**config.mk**
```make
export PLATFORM = sky130hd
export DESIGN_NAME = bram_port_a_arbiter
export DESIGN_NICKNAME = d
export VERILOG_FILES = /design/src/rtl/bram_port_a_arbiter.sv
export SDC_FILE = /design/constraint.sdc
export NUM_CORES = 1
export LEC_CHECK = 0
export BUFFER_PORTS_ARGS = -buffer_cell sky130_fd_sc_hd__buf_4
export CORE_ASPECT_RATIO = 1.75
export CORE_MARGIN = 8
export CORE_UTILIZATION = 28
export CTS_BUF_LIST = sky130_fd_sc_hd__clkbuf_16
export DETAILED_ROUTE_END_ITERATION = 16
export PLACE_DENSITY = 0.9
export SLEW_MARGIN = 40
export SYNTH_ARGS = -nofsm -noshare
export SYNTH_HDL_FRONTEND = slang
export SYNTH_SLANG_ARGS = --single-unit
```
**constraint.sdc**
```tcl
create_clock -name clock -period 1.5 [get_ports clock]
set_input_delay 0.225 -clock clock [delete_from_list [all_inputs] [get_ports clock]]
set_output_delay 0.225 -clock clock [all_outputs]
set_load 0.01 [all_outputs]
```
**src/rtl/bram_port_a_arbiter.sv**
```systemverilog
// Port-A arbiter for the shared block RAM: CPU has fixed priority, the aux master
// is guaranteed a slot by a starvation counter, and read data is steered to its owner.
module bram_port_a_arbiter #(
  parameter int DATA_WIDTH   = 16,
  parameter int ADDR_WIDTH   = 16,
  parameter int STARVE_LIMIT = 4
) (
  input  logic                  clock,
  input  logic                  reset,
  input  logic                  cpu_req,
  input  logic                  cpu_we,
  input  logic [ADDR_WIDTH-1:0] cpu_addr,
  input  logic [DATA_WIDTH-1:0] cpu_wdata,
  output logic                  cpu_gnt,
  output logic                  cpu_rvalid,
  output logic [DATA_WIDTH-1:0] cpu_rdata,
  input  logic                  aux_req,
  input  logic                  aux_we,
  input  logic [ADDR_WIDTH-1:0] aux_addr,
  input  logic [DATA_WIDTH-1:0] aux_wdata,
  output logic                  aux_gnt,
  output logic                  aux_rvalid,
  output logic [DATA_WIDTH-1:0] aux_rdata,
  output logic [ADDR_WIDTH-1:0] addr_a,
  output logic [DATA_WIDTH-1:0] data_a,
  output logic                  we_a,
  input  logic [DATA_WIDTH-1:0] q_a,
  output logic [3:0]            starve_cnt
);

  typedef enum logic [1:0] {
    OWN_NONE = 2'd0,
    OWN_CPU  = 2'd1,
    OWN_AUX  = 2'd2
  } owner_t;

  localparam logic [3:0] LIMIT = 4'(STARVE_LIMIT);

  owner_t     rd_owner;
  logic [3:0] starve_q;
  logic       aux_due;

  always_comb begin
    aux_due = (starve_q >= LIMIT);
    // Grants are suppressed while reset is held so nothing reaches the RAM.
    cpu_gnt = !reset && cpu_req && !(aux_req && aux_due);
    aux_gnt = !reset && aux_req && (!cpu_req || aux_due);
    addr_a  = '0;
    data_a  = '0;
    we_a    = 1'b0;
    if (cpu_gnt) begin
      addr_a = cpu_addr;
      data_a = cpu_wdata;
      we_a   = cpu_we;
    end else if (aux_gnt) begin
      addr_a = aux_addr;
      data_a = aux_wdata;
      we_a   = aux_we;
    end
  end

  always_ff @(posedge clock or posedge reset) begin
    if (reset) begin
      starve_q <= 4'd0;
      rd_owner <= OWN_NONE;
    end else begin
      if (aux_req && !aux_gnt) begin
        if (starve_q != 4'hF) starve_q <= starve_q + 4'd1;
      end else begin
        starve_q <= 4'd0;
      end

      if (cpu_gnt && !cpu_we)      rd_owner <= OWN_CPU;
      else if (aux_gnt && !aux_we) rd_owner <= OWN_AUX;
      else                         rd_owner <= OWN_NONE;
    end
  end

  assign cpu_rvalid = (rd_owner == OWN_CPU);
  assign aux_rvalid = (rd_owner == OWN_AUX);
  assign cpu_rdata  = q_a;
  assign aux_rdata  = q_a;
  assign starve_cnt = starve_q;

endmodule

```
Word level (Yosys, flattened, before mapping):

Cells that the tools add are included.

* add/sub/neg operators: 1
* magnitude comparators: 1
* eq/ne operators: 4
* mux-type cells: 10
* reduce and logical (&&, ||, !) cells: 15

Operator list (number)
* 2-to-1 mux 16 bit: 4
* logical AND 1 bit: 8
* 2-to-1 mux 4 bit: 2
* logical NOT 1 bit: 6
* adder 4 x 1 -> 4 bit (second input constant): 1
* >= comparator 4 x 3 -> 1 bit (second input constant): 1
* 2-to-1 mux 2 bit: 2
* != test 4 bit (second input constant): 1
* equality test 2 x 1 -> 1 bit (second input constant): 1
* equality test 2 bit (second input constant): 1
* 2-to-1 mux 1 bit: 2
* != test 2 x 1 -> 1 bit (second input constant): 1
* logical OR 1 bit: 1

* register bits after elaboration: 6
* input bits: 86
* output and inout port bits: 73
* logic and storage cells: 33

Longest topological paths before layout:

* depth in word-level cells: 6
* gate-level depth with buffers: 5
* mapped depth without buffers: 4

Worst setup path before layout:

No wires, ideal clock.

* path type: reg-to-output
* from: register starve_q[2], in the netlist starve_cnt[2]
* to: output addr_a[10]
* arrival time: 1.266 ns
* data required time: 1.275 ns
* path slack: 0.009 ns
* cell stages (with the launch flop): 5
* buffers on the path: 1
* cell sequence: dfrtp_1 -> nor3b_2 -> nor3b_4 -> buf_6 -> a22o_1

* word-level cells in the longest chain between the ends: 5
* elaborated cells between the ends (all ways): 8
* classes of those cells: order compare (1); mux (2); reduce/logical (5)

Ends and longest elaborated chain
* start: declaration: RTL line 40 `logic [3:0] starve_q;`
* start signal: assignment: RTL line 68 `if (starve_q != 4'hF) starve_q <= starve_q + 4'd1;`
* >= comparator 4 x 3 -> 1 bit: RTL line 44 `aux_due = (starve_q >= LIMIT);`
* logical OR 1 bit: RTL line 47 `aux_gnt = !reset && aux_req && (!cpu_req || aux_due);`
* logical AND 1 bit: RTL line 47
* named net aux_gnt: RTL line 21 `output logic aux_gnt,`
* 2-to-1 mux 16 bit: RTL line 55 `end else if (aux_gnt) begin`
* 2-to-1 mux 16 bit: RTL line 51 `if (cpu_gnt) begin`
* end: declaration: RTL line 24 `output logic [ADDR_WIDTH-1:0] addr_a,`

The timed path passes the listed nets, and every way through them passes these cells.

Final worst setup path:

* from: register starve_q[3], in the netlist starve_cnt[3]
* to: output addr_a[9]

* word-level cells in the longest chain between the ends: 5
* elaborated cells between the ends (all ways): 8
* classes of those cells: order compare (1); mux (2); reduce/logical (5)

Ends and longest elaborated chain (RTL line)
* >= comparator 4 x 3 -> 1 bit *: 44
* logical OR 1 bit / logical AND 1 bit (equally long branches): 47, 46
* logical AND 1 bit / logical NOT 1 bit (equally long branches): 47, 46
* 2-to-1 mux 16 bit / logical AND 1 bit (equally long branches): 55, 46
* 2-to-1 mux 16 bit *: 51

Every way passes the cells marked *; elsewhere a longest branch is shown, timed or not.

==> flow_summary.ini <==
[placed_design]
hpwl_um = 3310
dpl.cell_count = 223
pre_cts_ws_ps = -13.2
numPortBuffers = 110
place.gp.congestion = 0.720

[logic_synthesis]
async_flop_share_pct = 100
ys_seq_elements = 6
ys_seq_area_share_pct = 16.1
synth_edf_count = 0
yosysTopAreaCell = a22o_1
synth_area_um2 = 932
synth_cell_type_count = 23
ys.flop_type = dfrtp_1
synth_warnings = 0
syn_avg_cell_area_um2 = 9.23
syn_nets = 188
synth_area_leaders = a22o_1 30%, buf_4 26%, dfrtp_1 16%
synth_top_area_share_pct = 30.1
syn_inst = 101

[worst_setup_path]
reg2reg_depth = 4
path_buf_inv = 2
crit_type = reg2out
critPathSlowestCell = dfrtp_1
cp.depth = 5
path_max_fanout = 35
startpoint = starve_cnt[3]$_DFFE_PP0P_
crit_path_start_kind = flip-flop
max_stage_delay_ps = 410
arrival_ps = 1490
crit_top_cell = nor3b_4
rr_startpoint = starve_cnt[0]$_DFFE_PP0P_
cp-end-kind = primary output
crit_family = flip-flops
r2r-end = starve_cnt[1]$_DFFE_PP0P_
crit_chain = nor3b_4, nor3b_4, buf_12, a22o_4, buf_6
cp-endpoint = addr_a[9]
worstPathRequired_ps = 1270
r2r_slack_ps = 290

[timing]
setup_viol = 35
layout_setup_ws_ps = -212
rsz0062_at_grt = true
slew-limit-headroom_pct = 73.6
fin_skew_ps = 0.876
fmax_ghz = 0.584
slew_violations = 0
final_hold_viol_count = 0
worst_pin_slew_ps = 392
finalCritPeriodShare_pct = 114
min_period_ps = 1710

[clock_tree]
clk_pin_slew_worst_paths_ps = 30
numCtsBuffers = 3
post-cts-setup-buffer-count = 0
cts_tree = yes
clkSinkCount = 6
cts.path.max_buffers = 2
clk_latency_ps = 220
clock-root-buffer = clkbuf_16
cts_max_level = 1

[route]
first_pass_iters = 4
routed_wl_um = 4430
routedWlPerCell_um = 19.5
ant_nets = 0
via_count = 1079
route.detailed.drc = 0
drt-initial-drc-count = 19
viasPerCell = 4.75

[outcome]
outcome = finished with violations
violations = setup timing

[die]
fp-row-count = 28
core_area_um2 = 3290
initial_core_util_pct = 28.3
fp.dieH_um = 92.3
die_x_um = 59.6
die_area_um2 = 5500
pin_count = 159

[cells_and_area]
fill_cells = 314
area_growth_pct = 93.4
fin_nets = 271
antenna_cells = 0
drive_gt1_share_pct = 68.1
fin_cells = 227
utilization_pct = 54.7

[flow_run]
cap_violations = 0

[pwr]
p_leak_nw = 0.937
peakVddDrop_v = 0.000471
power_mw = 1.07
p_per_area_nw_per_um2 = 593

[grt]
antenna_found_initial = 0
grt_pass1_wl_um = 6190
grt_max_degree = 36
grt_usage_pct = 14.4
grt_pass1_vias = 1103
grt_remaining_overflow = 0

[min_path]
hold_class = in2async
sequential cells by signal, summed over array words and instances, names as in the netlist:
register    count
rd_owner        2
starve_cnt      4
Yosys cell counts (2+ instances only):
master and instances:
nor2_1 3, o21ai_0 2, nand3_1 2, buf_4 32
a22o_1 32, dfrtp_1 6, buf_6 6, nor2b_1 3
what timing repair did:
action	4_1_cts	5_1_grt
hold buffers	0	0
gates cloned	1	0
endpoints found under the setup margin	35	35
pin swaps	1	4
gates resized for setup	37	1
cell type report:
| cell class | instances | area [um^2] | share of cell area, % |
|---|---|---|---|
| Inverter | 1 | 3.75 | 0.208 |
| Tap cell | 45 | 56.3 | 3.12 |
| Timing Repair Buffer | 117 | 1050 | 58.3 |
| Multi-Input combinational cell | 55 | 467 | 25.9 |
| Clock buffer | 3 | 75.1 | 4.16 |
| Sequential cell | 6 | 150 | 8.33 |
cell families after synthesis:
family / after synthesis / synth area share, %
simple gates: 15 / 11.3
flops: 6 / 16.1
compound gates: 37 / 34.2
buf+inv: 40 / 35.0
xor+xnor: 1 / 0.940
mux: 1 / 1.07
fa+ha+maj: 1 / 1.34
power breakdown:
part	leakage [nW]	switching (mW)	total [mW]	internal, mW
sequential	0.0813	0.00796	0.178	0.170
clock	0.0370	0.0796	0.421	0.341
combinational	0.818	0.167	0.472	0.305
through the flow:
| step | TNS (ps) | area (um^2) | hold WS (ps) |
|---|---|---|---|
| 6_report | -6270 | 1800 | 12.9 |
| 3_3_place_gp | 0 | 1560 | 236 |
| 2_1_floorplan | 0 | 932 | 21.3 |
| 3_5_place_dp | -13.2 | 1560 | 241 |
| 4_1_cts | -7110 | 1800 | 17.2 |
| 5_1_grt | -8510 | 1800 | 31.5 |
placed cells by master (no fill, tap or decap):
cell type / netlist / routed
dfrtp_1: 6 / 6
nor3b_4: 1 / 2
nand3_1: 2 / 2
buf_6: 6 / 34
a22o_1: 32 / 32
clkbuf_16: 0 / 3
nor3b_1: 1 / 1
nor3_1: 1 / 1
mux2i_1: 1 / 1
xnor2_1: 1 / 1
a31oi_1: 1 / 1
and3_4: 0 / 1
nor2b_1: 3 / 3
inv_1: 1 / 1
buf_4: 32 / 80
o21ai_0: 2 / 2
nand3b_1: 1 / 1
a22o_4: 1 / 1
and2b_1: 1 / 1
buf_16: 0 / 1
o21ai_1: 1 / 1
nor2_1: 3 / 3
buf_12: 0 / 2
ha_1: 1 / 1
how the worst min path moves through the flow:
stage,start,to,slack [ps],cells after the start
after floorplan,reset,rd_owner[0]$_DFF_PP0_,20,1
after global placement,reset,starve_cnt[3]$_DFFE_PP0P_,240,3
after detailed placement,reset,starve_cnt[0]$_DFFE_PP0P_,240,3
after CTS,reset,starve_cnt[0]$_DFFE_PP0P_,20,3
after global routing,reset,starve_cnt[0]$_DFFE_PP0P_,30,3
final,reset,starve_cnt[0]$_DFFE_PP0P_,10,3
worst min-delay path: stages:
cell and delay (ps):
buf_4 130, inv_1 60, buf_4 150
per-layer routing:
metal  wire length [um]  GRT usage, %  share of wire (%)  vias to the layer above
li1                   -             -                  -                      507
met1               1320          12.6                 30                      484
met2               2280          26.4                 51                       82
met3                770          8.47                 17                        6
met4                 53          3.41                1.2                        0
met5                  0             0                  0                        -
No activity file was read; power rests on OpenSTA's default activity.
